File: src/rtl/gam_memory_layer_seq.sv
// GAM memory-layer sequencer: scans stored nodes for the two nearest (s1/s2),
// then either reports the winner (recall) or issues the learning writes
// (new node, or update s1/s2 plus connect). Owns node_count and overflow.
module gam_memory_layer_seq #(
  parameter int NODE_AW   = 6,
  parameter int MAX_NODES = 64,
  parameter int DIST_W    = 16
) (
  input  logic                 clk,
  input  logic                 reset,
  input  logic                 learn_en,
  input  logic                 recall_en,
  input  logic                 in_valid,
  output logic                 in_ready,
  output logic                 node_rd_en,
  output logic [NODE_AW-1:0]   node_rd_addr,
  input  logic [DIST_W-1:0]    dist_in,
  output logic                 thr_rd_en,
  input  logic [DIST_W-1:0]    thr_in,
  output logic                 wr_en,
  output logic [1:0]           wr_op,
  output logic [NODE_AW-1:0]   wr_addr,
  output logic [NODE_AW-1:0]   wr_addr2,
  output logic [DIST_W-1:0]    s1_dist,
  output logic [NODE_AW:0]     node_count,
  output logic                 recall_valid,
  output logic [NODE_AW-1:0]   recall_idx,
  output logic                 done,
  output logic                 overflow,
  output logic                 busy
);

  typedef enum logic [3:0] {
    S_IDLE, S_SCAN, S_DRAIN, S_THR_RD, S_DECIDE, S_WR_NEW,
    S_WR_S1, S_WR_S2, S_CONNECT, S_RECALL_OUT, S_DONE
  } state_t;

  localparam logic [1:0]         OP_NEW  = 2'b00;
  localparam logic [1:0]         OP_S1   = 2'b01;
  localparam logic [1:0]         OP_S2   = 2'b10;
  localparam logic [1:0]         OP_CONN = 2'b11;
  localparam logic [NODE_AW:0]   MAX_CNT = MAX_NODES[NODE_AW:0];
  localparam logic [NODE_AW:0]   CNT_ONE = (NODE_AW+1)'(1);
  localparam logic [NODE_AW-1:0] IDX_ONE = NODE_AW'(1);

  state_t              state_q, state_d;
  logic                rec_mode_q, rec_mode_d;
  logic [NODE_AW:0]    cnt_q, cnt_d;
  logic                ovf_q, ovf_d;
  logic                rd_en_q, rd_en_d;
  logic [NODE_AW-1:0]  rd_addr_q, rd_addr_d;
  logic                thr_rd_q, thr_rd_d;
  logic                wr_en_q, wr_en_d;
  logic [1:0]          wr_op_q, wr_op_d;
  logic [NODE_AW-1:0]  wr_addr_q, wr_addr_d;
  logic [NODE_AW-1:0]  wr_addr2_q, wr_addr2_d;
  logic [DIST_W-1:0]   min1_q, min1_d, min2_q, min2_d;
  logic [NODE_AW-1:0]  s1_q, s1_d, s2_q, s2_d;
  logic                s2_vld_q, s2_vld_d;
  logic                rv_q, rv_d;
  logic [NODE_AW-1:0]  ridx_q, ridx_d;
  logic                done_q, done_d;
  logic                cmp_en;
  logic [NODE_AW-1:0]  cmp_idx;
  logic                accept;

  assign in_ready = (state_q == S_IDLE) && (learn_en || recall_en) && !reset;
  assign accept   = in_valid && in_ready;

  // Next-state, winner tracking and registered-output values
  always_comb begin
    state_d    = state_q;
    rec_mode_d = rec_mode_q;
    cnt_d      = cnt_q;
    ovf_d      = ovf_q;
    rd_en_d    = 1'b0;
    rd_addr_d  = rd_addr_q;
    thr_rd_d   = 1'b0;
    wr_en_d    = 1'b0;
    wr_op_d    = wr_op_q;
    wr_addr_d  = wr_addr_q;
    wr_addr2_d = wr_addr2_q;
    min1_d     = min1_q;
    min2_d     = min2_q;
    s1_d       = s1_q;
    s2_d       = s2_q;
    s2_vld_d   = s2_vld_q;
    rv_d       = 1'b0;
    ridx_d     = ridx_q;
    done_d     = 1'b0;
    cmp_en     = 1'b0;
    cmp_idx    = '0;

    // dist_in belongs to the address read one cycle earlier
    if (state_q == S_SCAN && rd_addr_q != '0) begin
      cmp_en  = 1'b1;
      cmp_idx = rd_addr_q - IDX_ONE;
    end else if (state_q == S_DRAIN) begin
      cmp_en  = 1'b1;
      cmp_idx = rd_addr_q;
    end
    if (cmp_en) begin
      if (dist_in < min1_q) begin
        min2_d = min1_q;
        s2_d   = s1_q;
        min1_d = dist_in;
        s1_d   = cmp_idx;
      end else if (dist_in < min2_q) begin
        min2_d = dist_in;
        s2_d   = cmp_idx;
      end
      if (cmp_idx != '0) s2_vld_d = 1'b1;
    end

    case (state_q)
      S_IDLE: begin
        if (accept) begin
          rec_mode_d = recall_en;
          min1_d     = '1;
          min2_d     = '1;
          s1_d       = '0;
          s2_d       = '0;
          s2_vld_d   = 1'b0;
          if (cnt_q == '0) begin
            if (recall_en) begin
              state_d = S_DONE;
              done_d  = 1'b1;
            end else begin
              state_d   = S_WR_NEW;
              wr_en_d   = 1'b1;
              wr_op_d   = OP_NEW;
              wr_addr_d = cnt_q[NODE_AW-1:0];
            end
          end else begin
            state_d   = S_SCAN;
            rd_en_d   = 1'b1;
            rd_addr_d = '0;
          end
        end
      end
      S_SCAN: begin
        if ({1'b0, rd_addr_q} == cnt_q - CNT_ONE) begin
          state_d = S_DRAIN;
        end else begin
          rd_en_d   = 1'b1;
          rd_addr_d = rd_addr_q + IDX_ONE;
        end
      end
      S_DRAIN: begin
        rd_addr_d = '0;
        if (rec_mode_q) begin
          state_d = S_RECALL_OUT;
          rv_d    = 1'b1;
          ridx_d  = s1_d;
        end else begin
          state_d   = S_THR_RD;
          thr_rd_d  = 1'b1;
          wr_addr_d = s1_d;
        end
      end
      S_RECALL_OUT: begin
        state_d = S_DONE;
        done_d  = 1'b1;
      end
      S_THR_RD: state_d = S_DECIDE;
      S_DECIDE: begin
        wr_en_d = 1'b1;
        if (min1_q > thr_in && cnt_q < MAX_CNT) begin
          state_d   = S_WR_NEW;
          wr_op_d   = OP_NEW;
          wr_addr_d = cnt_q[NODE_AW-1:0];
        end else begin
          if (min1_q > thr_in) ovf_d = 1'b1;
          state_d   = S_WR_S1;
          wr_op_d   = OP_S1;
          wr_addr_d = s1_q;
        end
      end
      S_WR_NEW: begin
        if (cnt_q < MAX_CNT) cnt_d = cnt_q + CNT_ONE;
        state_d = S_DONE;
        done_d  = 1'b1;
      end
      S_WR_S1: begin
        if (s2_vld_q) begin
          state_d   = S_WR_S2;
          wr_en_d   = 1'b1;
          wr_op_d   = OP_S2;
          wr_addr_d = s2_q;
        end else begin
          state_d = S_DONE;
          done_d  = 1'b1;
        end
      end
      S_WR_S2: begin
        state_d    = S_CONNECT;
        wr_en_d    = 1'b1;
        wr_op_d    = OP_CONN;
        wr_addr_d  = s1_q;
        wr_addr2_d = s2_q;
      end
      S_CONNECT: begin
        state_d = S_DONE;
        done_d  = 1'b1;
      end
      S_DONE:  state_d = S_IDLE;
      default: state_d = S_IDLE;
    endcase
  end

  // State and output registers; reset aborts any operation immediately
  always_ff @(posedge clk) begin
    if (reset) begin
      state_q    <= S_IDLE;
      rec_mode_q <= 1'b0;
      cnt_q      <= '0;
      ovf_q      <= 1'b0;
      rd_en_q    <= 1'b0;
      rd_addr_q  <= '0;
      thr_rd_q   <= 1'b0;
      wr_en_q    <= 1'b0;
      wr_op_q    <= '0;
      wr_addr_q  <= '0;
      wr_addr2_q <= '0;
      min1_q     <= '0;
      min2_q     <= '0;
      s1_q       <= '0;
      s2_q       <= '0;
      s2_vld_q   <= 1'b0;
      rv_q       <= 1'b0;
      ridx_q     <= '0;
      done_q     <= 1'b0;
    end else begin
      state_q    <= state_d;
      rec_mode_q <= rec_mode_d;
      cnt_q      <= cnt_d;
      ovf_q      <= ovf_d;
      rd_en_q    <= rd_en_d;
      rd_addr_q  <= rd_addr_d;
      thr_rd_q   <= thr_rd_d;
      wr_en_q    <= wr_en_d;
      wr_op_q    <= wr_op_d;
      wr_addr_q  <= wr_addr_d;
      wr_addr2_q <= wr_addr2_d;
      min1_q     <= min1_d;
      min2_q     <= min2_d;
      s1_q       <= s1_d;
      s2_q       <= s2_d;
      s2_vld_q   <= s2_vld_d;
      rv_q       <= rv_d;
      ridx_q     <= ridx_d;
      done_q     <= done_d;
    end
  end

  // A write strobe already on the bus is suppressed while reset is high
  assign wr_en        = wr_en_q && !reset;
  assign node_rd_en   = rd_en_q;
  assign node_rd_addr = rd_addr_q;
  assign thr_rd_en    = thr_rd_q;
  assign wr_op        = wr_op_q;
  assign wr_addr      = wr_addr_q;
  assign wr_addr2     = wr_addr2_q;
  assign s1_dist      = min1_q;
  assign node_count   = cnt_q;
  assign recall_valid = rv_q;
  assign recall_idx   = ridx_q;
  assign done         = done_q;
  assign overflow     = ovf_q;
  assign busy         = (state_q != S_IDLE);

endmodule

File: config.mk
export PLATFORM = sky130hd
export DESIGN_NAME = gam_memory_layer_seq
export DESIGN_NICKNAME = d
export VERILOG_FILES = /design/src/rtl/gam_memory_layer_seq.sv
export SDC_FILE = /design/constraint.sdc
export NUM_CORES = 1
export LEC_CHECK = 0
export CORE_ASPECT_RATIO = 1.1
export CORE_MARGIN = 4
export CORE_UTILIZATION = 50
export DETAILED_ROUTE_END_ITERATION = 10
export PLACE_DENSITY_LB_ADDON = 0.1
export SLEW_MARGIN = 0
export SYNTH_ARGS = -nofsm -noshare
export SYNTH_HDL_FRONTEND = slang
export SYNTH_SLANG_ARGS = --single-unit
export TNS_END_PERCENT = 20
File: constraint.sdc
create_clock -name clk -period 3.8 [get_ports clk]
set_input_delay 0.76 -clock clk [delete_from_list [all_inputs] [get_ports clk]]
set_output_delay 0.76 -clock clk [all_outputs]
set_load 0.05 [all_outputs]
==> flow_summary.json <==
{
  "synth_compound_area_share_pct": 23.3,
  "routabilityCongestion": 0.953,
  "yosys.area.top_type": "dfxtp_1",
  "io_pins": 94,
  "drt_first_pass_iters": 5,
  "synth.most_common_cell": "dfxtp_1",
  "yosys-mux-area-fraction_pct": 4.89,
  "reg2regPathDepth": 8,
  "final-seq-area_mm2": 0.00178,
  "fill_cells": 1037,
  "synth_ff_type": "dfxtp_1",
  "yosysSeqAreaShare_pct": 32.1,
  "outcome": "finished clean",
  "fin_crit_ps": 3330,
  "syn-num-nets": 787,
  "finClkSkew_ps": 11.2,
  "cts_tree": "yes",
  "cts_sinks": 89,
  "cp_max_fo": 14,
  "cts_buffers": 9,
  "die-area_mm2": 0.0129,
  "num_rows": 40,
  "yosys_warnings": 0,
  "synth_top_family_by_area": "compound AO/OA/AOI/OAI gates",
  "start_kind": "register",
  "path_clk_slew_ps": 70,
  "maxSlewHeadroom_pct": 42.8,
  "drv_cap": 0,
  "diodes": 0,
  "grt_pass1_vias": 5358,
  "multi_input_area_mm2": 0.00335,
  "finalCritPeriodShare_pct": 87.6,
  "synth_cell_types": 62,
  "core_mm2": 0.0109,
  "synth_top_area_share_pct": 32.1,
  "synth-simple-area-share_pct": 18.3,
  "ant_nets": 0,
  "drive_above_1_share_pct": 5.46,
  "slew_viol_final": 0,
  "clock-root-buffer": "clkbuf_16",
  "grt_pass1_wl_um": 26300,
  "drc": 0,
  "crit_type": "register to primary output",
  "synth_xor_area_share_pct": 2.37,
  "nets": 869,
  "routed_wl_um": 16300,
  "rsz0062_at_grt": "no",
  "synth-seq-cells": 89,
  "grt-ovfl-total": 0,
  "arrival_ps": 2570,
  "powerDensity_mw_per_mm2": 662,
  "synth_commonest_cells": "dfxtp_1 (89), nand2_1 (75), inv_1 (71), nor2_1 (65), ha_1 (50)",
  "required_ps": 3040,
  "detail_route.wl_per_cell_um": 17.4,
  "total_leakage_power_uw": 0.00267,
  "peakVddDrop_v": 0.000412,
  "setup_tns_ps": 0,
  "post_cts_buffers": 0,
  "die_w_um": 108,
  "grt_start_max_net_pins": 60,
  "initial_utilization_pct": 50.9,
  "place_ws_ps": 236,
  "hold_path_class": "register to register",
  "die_y_um": 119,
  "synth_area_per_cell_um2": 7.93,
  "antenna_found_initial": 1,
  "hold_viol": 0,
  "holdPathStages": 2,
  "max_clock_freq_ghz": 0.301,
  "finalWorstSetupSlack_ps": 473,
  "io_buffers": 93,
  "ys_top_cells_by_area": "dfxtp_1 (32%), ha_1 (11%), nand2_1 (5.1%)",
  "async_flop_share_pct": 0,
  "areaGrowthSynthToFinish_pct": 24.7,
  "drtIter0Drc": 285,
  "vias_per_cell": 5.91,
  "cts_buffer_depth": 2,
  "syn_inst": 700,
  "grtUsageTotal_pct": 25.4,
  "h-tree-depth": 3,
  "cts_resized": 0,
  "vias": 5520,
  "cts_hold_buf": 0,
  "dp_hpwl_um": 12200,
  "syn-cell-area_mm2": 0.00555,
  "setup_viol": 0,
  "end_kind": "primary output",
  "tightest_slew_ps": 852,
  "synth_edf_count": 0,
  "insertion_delay_ps": 350,
  "synthAdderAreaFrac_pct": 11.3
}
[layer usage]
metal | wire [µm] | global-route usage (%) | vias up
met3 | 1120 | 4.15 | 36
met4 | 364 | 9.08 | 2
met1 | 6530 | 30.7 | 2573
li1 | - | - | 2685
met5 | 12 | 0 | -
met2 | 8250 | 44.8 | 224
[flip-flops by register name, indices dropped and copies added (netlist names), 2 cells and up]
register,flops
wr_addr,6
node_count,7
s1_q,6
wr_op,2
s1_dist,16
node_rd_addr,6
min2_q,16
recall_idx,6
state_q,4
wr_addr2,6
s2_q,6
[cells in the final DEF, fill, tap and decap left out, types with 17 or more instances in the layout]
cell type        Yosys  final
mux2i_1             26     26
a31oi_1             23     23
ha_1                50     50
dfxtp_1             89     89
nand2_1             75     75
buf_4                0     17
o21ai_0             30     30
clkdlybuf4s50_1      0     92
inv_1               71     71
a221oi_1            28     28
a21oi_1             39     38
o22ai_1             18     18
nor2_1              65     65
[where the power goes]
group / switching [µW] / internal [µW] / leakage, µW
combinational: 1510 / 899 / 0.00181
sequential: 181 / 1120 / 0.000724
clock: 407 / 468 / 0.000137
total: 2100 / 2490 / 0.00267
[critical path, stage by stage, from the launching register on]
cell and delay, ps:
dfxtp_1 300, buf_4 170, nor4_1 410, inv_1 260
nor3_1 240, clkdlybuf4s50_1 830
[metrics by stage]
step                instance area, µm²  util (%)  std cells  power (µW)  hold WS, ps
floorplan                         5550         -        700        2990          450
global placement                  6640      60.8        918        3630          452
detailed placement                6640      60.8        918        3690          455
CTS                               6920      63.5        934        4580          466
global route                      6920      63.5        934        4880          503
finish                            6920      63.5        934        4580          463
[worst paths after layout]
path | start | to | slack (ps)
max | state_q[0]$_SDFFE_PP0P_ | in_ready | 470
min | recall_idx[3]$_SDFFE_PP0P_ | recall_idx[3]$_SDFFE_PP0P_ | 460
max reg2reg | s1_dist[15]$_SDFF_PP0_ | s2_q[2]$_SDFF_PP0_ | 910
min reg2reg | recall_idx[3]$_SDFFE_PP0P_ | recall_idx[3]$_SDFFE_PP0P_ | 460
[logic make-up after synthesis]
logic type	after synthesis
muxes	27
DFF	89
adders and majority gates	50
xor gates and xnor gates	15
and+or+nand+nor	218
AOI/OAI and AO/OA	191
buffers and inverters	110
[area by class of cell]
type	count	share of cell area, %
multi-input cells	501	48.4
flip-flops and latches	89	25.7
repair buffers	110	15.2
inverters	71	3.85
clock buffers	10	3.45
well taps	147	2.66
clock inverters	6	0.705
Power figures use the tool's default switching activity.
